<file path="src/rtl/alu_sequencer.sv">
// Step-driven A/B ALU sequencer: operands enter one per STEP, a single EXEC cycle registers result and flags.
// Optional build macro ALU_SEQ_SATURATE_EN makes ADD/SUB saturate on signed overflow.
module alu_sequencer #(
  parameter int N   = 8,
  parameter int SHW = $clog2(N)
) (
  input  logic         CLK50M,
  input  logic         RST,
  input  logic [N-1:0] INPUT,
  input  logic [2:0]   OPSEL,
  input  logic         STEP,
  input  logic         CHAIN,
  output logic [N-1:0] A_q,
  output logic [N-1:0] B_q,
  output logic [N-1:0] C_q,
  output logic         V,
  output logic         C,
  output logic         Neg,
  output logic         Z,
  output logic [1:0]   STATE,
  output logic         DONE
);

  typedef enum logic [1:0] {
    LOAD_A = 2'b00,
    LOAD_B = 2'b01,
    EXEC   = 2'b10,
    SHOW   = 2'b11
  } state_t;

  localparam logic [2:0] OP_ADD   = 3'b000;
  localparam logic [2:0] OP_SUB   = 3'b001;
  localparam logic [2:0] OP_AND   = 3'b010;
  localparam logic [2:0] OP_OR    = 3'b011;
  localparam logic [2:0] OP_XOR   = 3'b100;
  localparam logic [2:0] OP_SHL   = 3'b101;
  localparam logic [2:0] OP_SHR   = 3'b110;
  localparam logic [2:0] OP_PASSB = 3'b111;

  state_t         state_r;
  state_t         state_nxt_s;
  logic [2:0]     op_r;
  logic           load_a_s;
  logic           a_from_c_s;
  logic           load_b_s;
  logic           exec_s;

  logic [SHW-1:0] amt_s;
  logic [N:0]     add_s;
  logic [N:0]     sub_s;
  logic [N:0]     shl_s;
  logic [N:0]     shr_s;
  logic [N-1:0]   raw_s;
  logic [N-1:0]   res_s;
  logic           v_s;
  logic           c_s;

  assign STATE = state_r;

  // Next-state and register-load enables; EXEC is a single unconditional cycle that ignores STEP.
  always_comb begin
    state_nxt_s = state_r;
    load_a_s    = 1'b0;
    a_from_c_s  = 1'b0;
    load_b_s    = 1'b0;
    exec_s      = 1'b0;
    case (state_r)
      LOAD_A: begin
        if (STEP) begin
          load_a_s    = 1'b1;
          state_nxt_s = LOAD_B;
        end else begin
          state_nxt_s = LOAD_A;
        end
      end
      LOAD_B: begin
        if (STEP) begin
          load_b_s    = 1'b1;
          state_nxt_s = EXEC;
        end else begin
          state_nxt_s = LOAD_B;
        end
      end
      EXEC: begin
        exec_s      = 1'b1;
        state_nxt_s = SHOW;
      end
      SHOW: begin
        if (STEP) begin
          load_a_s    = 1'b1;
          a_from_c_s  = CHAIN;
          state_nxt_s = LOAD_B;
        end else begin
          state_nxt_s = SHOW;
        end
      end
      default: begin
        state_nxt_s = LOAD_A;
      end
    endcase
  end

  // ALU: one extra bit on each path carries the carry-out or the last bit shifted out.
  always_comb begin
    amt_s = B_q[SHW-1:0];
    add_s = {1'b0, A_q} + {1'b0, B_q};
    sub_s = {1'b0, A_q} + {1'b0, ~B_q} + {{N{1'b0}}, 1'b1};
    shl_s = {1'b0, A_q} << amt_s;
    shr_s = {A_q, 1'b0} >> amt_s;
    raw_s = {N{1'b0}};
    v_s   = 1'b0;
    c_s   = 1'b0;
    case (op_r)
      OP_ADD: begin
        raw_s = add_s[N-1:0];
        c_s   = add_s[N];
        v_s   = (A_q[N-1] == B_q[N-1]) && (add_s[N-1] != A_q[N-1]);
      end
      OP_SUB: begin
        raw_s = sub_s[N-1:0];
        c_s   = sub_s[N];
        v_s   = (A_q[N-1] != B_q[N-1]) && (sub_s[N-1] != A_q[N-1]);
      end
      OP_AND: begin
        raw_s = A_q & B_q;
      end
      OP_OR: begin
        raw_s = A_q | B_q;
      end
      OP_XOR: begin
        raw_s = A_q ^ B_q;
      end
      OP_SHL: begin
        raw_s = shl_s[N-1:0];
        c_s   = shl_s[N];
      end
      OP_SHR: begin
        raw_s = shr_s[N:1];
        c_s   = shr_s[0];
      end
      OP_PASSB: begin
        raw_s = B_q;
      end
      default: begin
        raw_s = {N{1'b0}};
      end
    endcase
  end

  // Final result: optional clamp toward the sign of A when ADD/SUB overflows.
  always_comb begin
`ifdef ALU_SEQ_SATURATE_EN
    if (((op_r == OP_ADD) || (op_r == OP_SUB)) && v_s) begin
      if (A_q[N-1]) begin
        res_s = {1'b1, {(N-1){1'b0}}};
      end else begin
        res_s = {1'b0, {(N-1){1'b1}}};
      end
    end else begin
      res_s = raw_s;
    end
`else
    res_s = raw_s;
`endif
  end

  // State, operand, result and flag registers; RST wins over any STEP in the same cycle.
  always_ff @(posedge CLK50M) begin
    if (RST) begin
      state_r <= LOAD_A;
      op_r    <= 3'b000;
      A_q     <= {N{1'b0}};
      B_q     <= {N{1'b0}};
      C_q     <= {N{1'b0}};
      V       <= 1'b0;
      C       <= 1'b0;
      Neg     <= 1'b0;
      Z       <= 1'b0;
      DONE    <= 1'b0;
    end else begin
      state_r <= state_nxt_s;
      DONE    <= exec_s;
      if (load_a_s) begin
        A_q  <= a_from_c_s ? C_q : INPUT;
        op_r <= OPSEL;
      end
      if (load_b_s) begin
        B_q <= INPUT;
      end
      if (exec_s) begin
        C_q <= res_s;
        V   <= v_s;
        C   <= c_s;
        Neg <= res_s[N-1];
        Z   <= (res_s == {N{1'b0}});
      end
    end
  end

endmodule
</file>
<file path="config.mk">
export PLATFORM = sky130hd
export DESIGN_NAME = alu_sequencer
export DESIGN_NICKNAME = d
export VERILOG_FILES = /design/src/rtl/alu_sequencer.sv
export SDC_FILE = /design/constraint.sdc
export NUM_CORES = 1
export LEC_CHECK = 0
export ABC_AREA = 1
export ABC_CLOCK_PERIOD_IN_PS = 5800
export BUFFER_PORTS_ARGS = -buffer_cell sky130_fd_sc_hd__buf_2
export CAP_MARGIN = 10
export CELL_PAD_IN_SITES_DETAIL_PLACEMENT = 0
export CELL_PAD_IN_SITES_GLOBAL_PLACEMENT = 1
export CORE_MARGIN = 4
export CORE_UTILIZATION = 44
export DETAILED_ROUTE_END_ITERATION = 7
export PLACE_DENSITY = 0.83
export SLEW_MARGIN = 20
export SYNTH_ARGS = -nofsm -noshare
export SYNTH_HDL_FRONTEND = slang
export SYNTH_SLANG_ARGS = --single-unit
</file>
<file path="constraint.sdc">
create_clock -name CLK50M -period 5.8 [get_ports CLK50M]
set_input_delay 0.29 -clock CLK50M [delete_from_list [all_inputs] [get_ports CLK50M]]
set_output_delay 0.29 -clock CLK50M [all_outputs]
set_load 0.03 [all_outputs]
</file>
==> results.ini <==
[clock_network]
cts_tree = yes
clock_path_buffers = 2
cts-resized-gates = 0
cts_hold_buf = 0
htree_num_levels = 2
cts-buffers-inserted = 5
cts_root_buf = clkbuf_8
postCtsSetupRepairBufs = 0
clk_pin_slew_ns = 0.07
clkLatencyLatePin_ns = 0.29
clkSinkCount = 33

[sta]
fmax_mhz = 363
rsz0062_at_grt = false
fin_ws_ns = 3.05
tightest_slew_ns = 0.831
finalSetupViolations = 0
fin_skew_ns = 0.00491
tns_ns = 0
drv_slew = 0
hold_ws_ns = 0.269
finalCriticalPeriod_ns = 2.75
fin_crit_sh = 0.475
hold_violations = 0
relSlewSlack = 0.445

[power_and_ir_drop]
p_int_mw = 0.471
pwr-share-seq = 0.351
p_per_area_mw_per_mm2 = 225
swShare = 0.407
p_leak_nw = 1.78
ir_drop_v = 0.000154
clkPwrFrac = 0.289
pwr-share-comb = 0.360
p_switching_mw = 0.323

[yosys]
ys.flop_type = dfxtp_1
ys_types = 37
async_flop_share = 0
syn_area_mm2 = 0.00317
syn_nets = 547
yosys_register_bits = 33
seq_area_frac_synth = 0.208
synth_area_leader_cell = dfxtp_1
synth_edf_count = 0
postSynthAreaPerCell_um2 = 6.33
synth_top_area_frac = 0.208
syn_inst = 501
ys_top_cells_by_area = dfxtp_1, nand3_1, nand2_1, ha_1, inv_1
yosysWarnings = 0

[drt]
wl_um = 10500
first_pass_iters = 5
drtAntennaViolNets = 0
dr.first_iter.drc_count = 347
num_vias = 3509
post_drt_wl_per_cell_um = 16.5
vias_per_cell = 5.53
drc = 0

[die]
core_area_mm2 = 0.00691
ioPinCount = 46
floorplan.initialDensity = 0.459
dieArea_mm2 = 0.00863
die_y_um = 92.9
die_w_um = 92.9
rows = 30

[grt]
grt_usage = 0.248
antenna_found_initial = 0
grt_pass1_wl_um = 16700
grt-ovfl-total = 0
grt_max_degree = 27
grt_pass1_vias = 3144

[setup_path]
reg2regPathDepth = 13
crit_fanout = 24
critPathSlowestCell = dfxtp_1
start_kind = register
worstReg2RegStart = B_q[1]
r2r_slack_ns = 3.05
crit_type = register to register
critPathBufInv = 1
critPathMaxStageDelay_ns = 0.86
critPathRequiredTime_ns = 6.03
endpoint_kind = register
cp_top_family = simple AND/OR/NAND/NOR gates
crit_chain = inv_2 > ha_1 > nand3_1 > nand3_1 > nand3_1 > nand2_1 > nand2_1 > nand3_1 > nand2_1 > nand2_1 > nor2_1 > nand2_1 > a21oi_2
worst_r2r_endpoint = Z
cp.arrival_ns = 2.98
cpMostUsedCell = nand2_1

[place]
post-dp-hpwl_um = 8190
placed_cells = 626
io_buffers = 45
place_worst_setup_slack_ns = 3.10
gp_congestion = 0.928

[final_layout]
final_cells = 634
insertedDiodeCount = 0
final_util = 0.511
drive_gt1_frac = 0.156
nNetsFinal = 583
areaGrowthSynthToFinish_pct = 11.2

[hold_path]
min_to = Z
min_path_type = input pin to register
hold_depth = 2
hp-start = RST

[job]
cap_violations = 0

[run_status]
outcome = finished clean

-- registers in the layout, summed over array words and instances, names as in the netlist, 2 cells and up --
register and flops:
C_q 8, B_q 8, op_r 3, A_q 8, STATE 2
-- power groups by stage --
stage,Clock [mW],Sequential (mW),Combinational (mW)
2_1_floorplan,0,0.283,0.206
3_3_place_gp,0,0.284,0.281
3_5_place_dp,0,0.284,0.281
4_1_cts,0.232,0.278,0.283
5_1_grt,0.246,0.282,0.319
6_report,0.230,0.279,0.286
-- Yosys cell counts (2+ instances only) --
cell / instances
nand3_1: 86
o211ai_1: 2
ha_1: 29
or2_2: 2
inv_1: 58
xor2_1: 3
clkbuf_1: 5
o22ai_1: 9
nor2_2: 3
nor2_1: 40
a21oi_2: 2
fa_1: 2
a21oi_1: 35
dfxtp_1: 33
inv_4: 2
inv_2: 9
nand4_1: 9
o21ai_0: 37
nand2_2: 2
buf_6: 6
buf_2: 5
nand3_2: 2
inv_6: 2
nor2_8: 2
nand2_1: 104
-- cell type report --
class / count / area (µm²)
Fill cell: 785 / 3380
Inverter: 71 / 282
Clock buffer: 6 / 82.6
Sequential cell: 33 / 661
Clock inverter: 2 / 37.5
Tap cell: 96 / 120
Multi-Input combinational cell: 380 / 2110
Timing Repair Buffer: 46 / 233
-- cell families after synthesis --
kind of cell | count (synthesis) | synth area share
buffers and inverters | 88 | 0.126
flip-flops | 33 | 0.208
AO/OA/AOI/OAI | 88 | 0.149
adder cells (fa/ha/maj) | 31 | 0.127
XOR/XNOR | 4 | 0.0110
AND/OR/NAND/NOR | 257 | 0.379
-- metal layers --
metal | track usage | routed length [µm]
met5 | 0 | 0
met4 | 0.0806 | 265
met3 | 0.0496 | 734
met2 | 0.372 | 4660
met1 | 0.352 | 4830
-- per-stage QoR --
stage	cell area, µm²	total power, mW
finish	3530	0.795
global route	3530	0.846
CTS	3530	0.793
detailed placement	3410	0.565
global placement	3410	0.566
floorplan	3170	0.488
-- worst register-to-register path: stages (launching register included) --
cell and delay [ns]:
dfxtp_1 0.86, inv_2 0.34, ha_1 0.42, nand3_1 0.10, nand3_1 0.15, nand3_1 0.14
nand2_1 0.09, nand2_1 0.07, nand3_1 0.07, nand2_1 0.14, nand2_1 0.07, nor2_1 0.08
nand2_1 0.07, a21oi_2 0.10
-- worst max-delay path by stage --
stage,end,cells after the start,from
final,Z,13,B_q[1]
after global routing,Z,12,B_q[1]
after CTS,Z,13,B_q[1]
after detailed placement,Z,13,B_q[1]
after global placement,Z,12,B_q[1]
after floorplan,Z,13,B_q[1]
-- layout by cell type (no fill, tap or decap), types with 3 or more instances in the layout --
master,Yosys,final
inv_1,58,58
nor2_1,40,40
buf_2,5,45
inv_2,9,9
nand3_1,86,86
nand4_1,9,9
ha_1,29,29
clkbuf_8,0,6
nand2_1,104,104
xor2_1,3,3
o21ai_0,37,37
nor2_2,3,3
a21oi_1,35,35
o22ai_1,9,9
dfxtp_1,33,33
(Power assumes the default switching activity.)
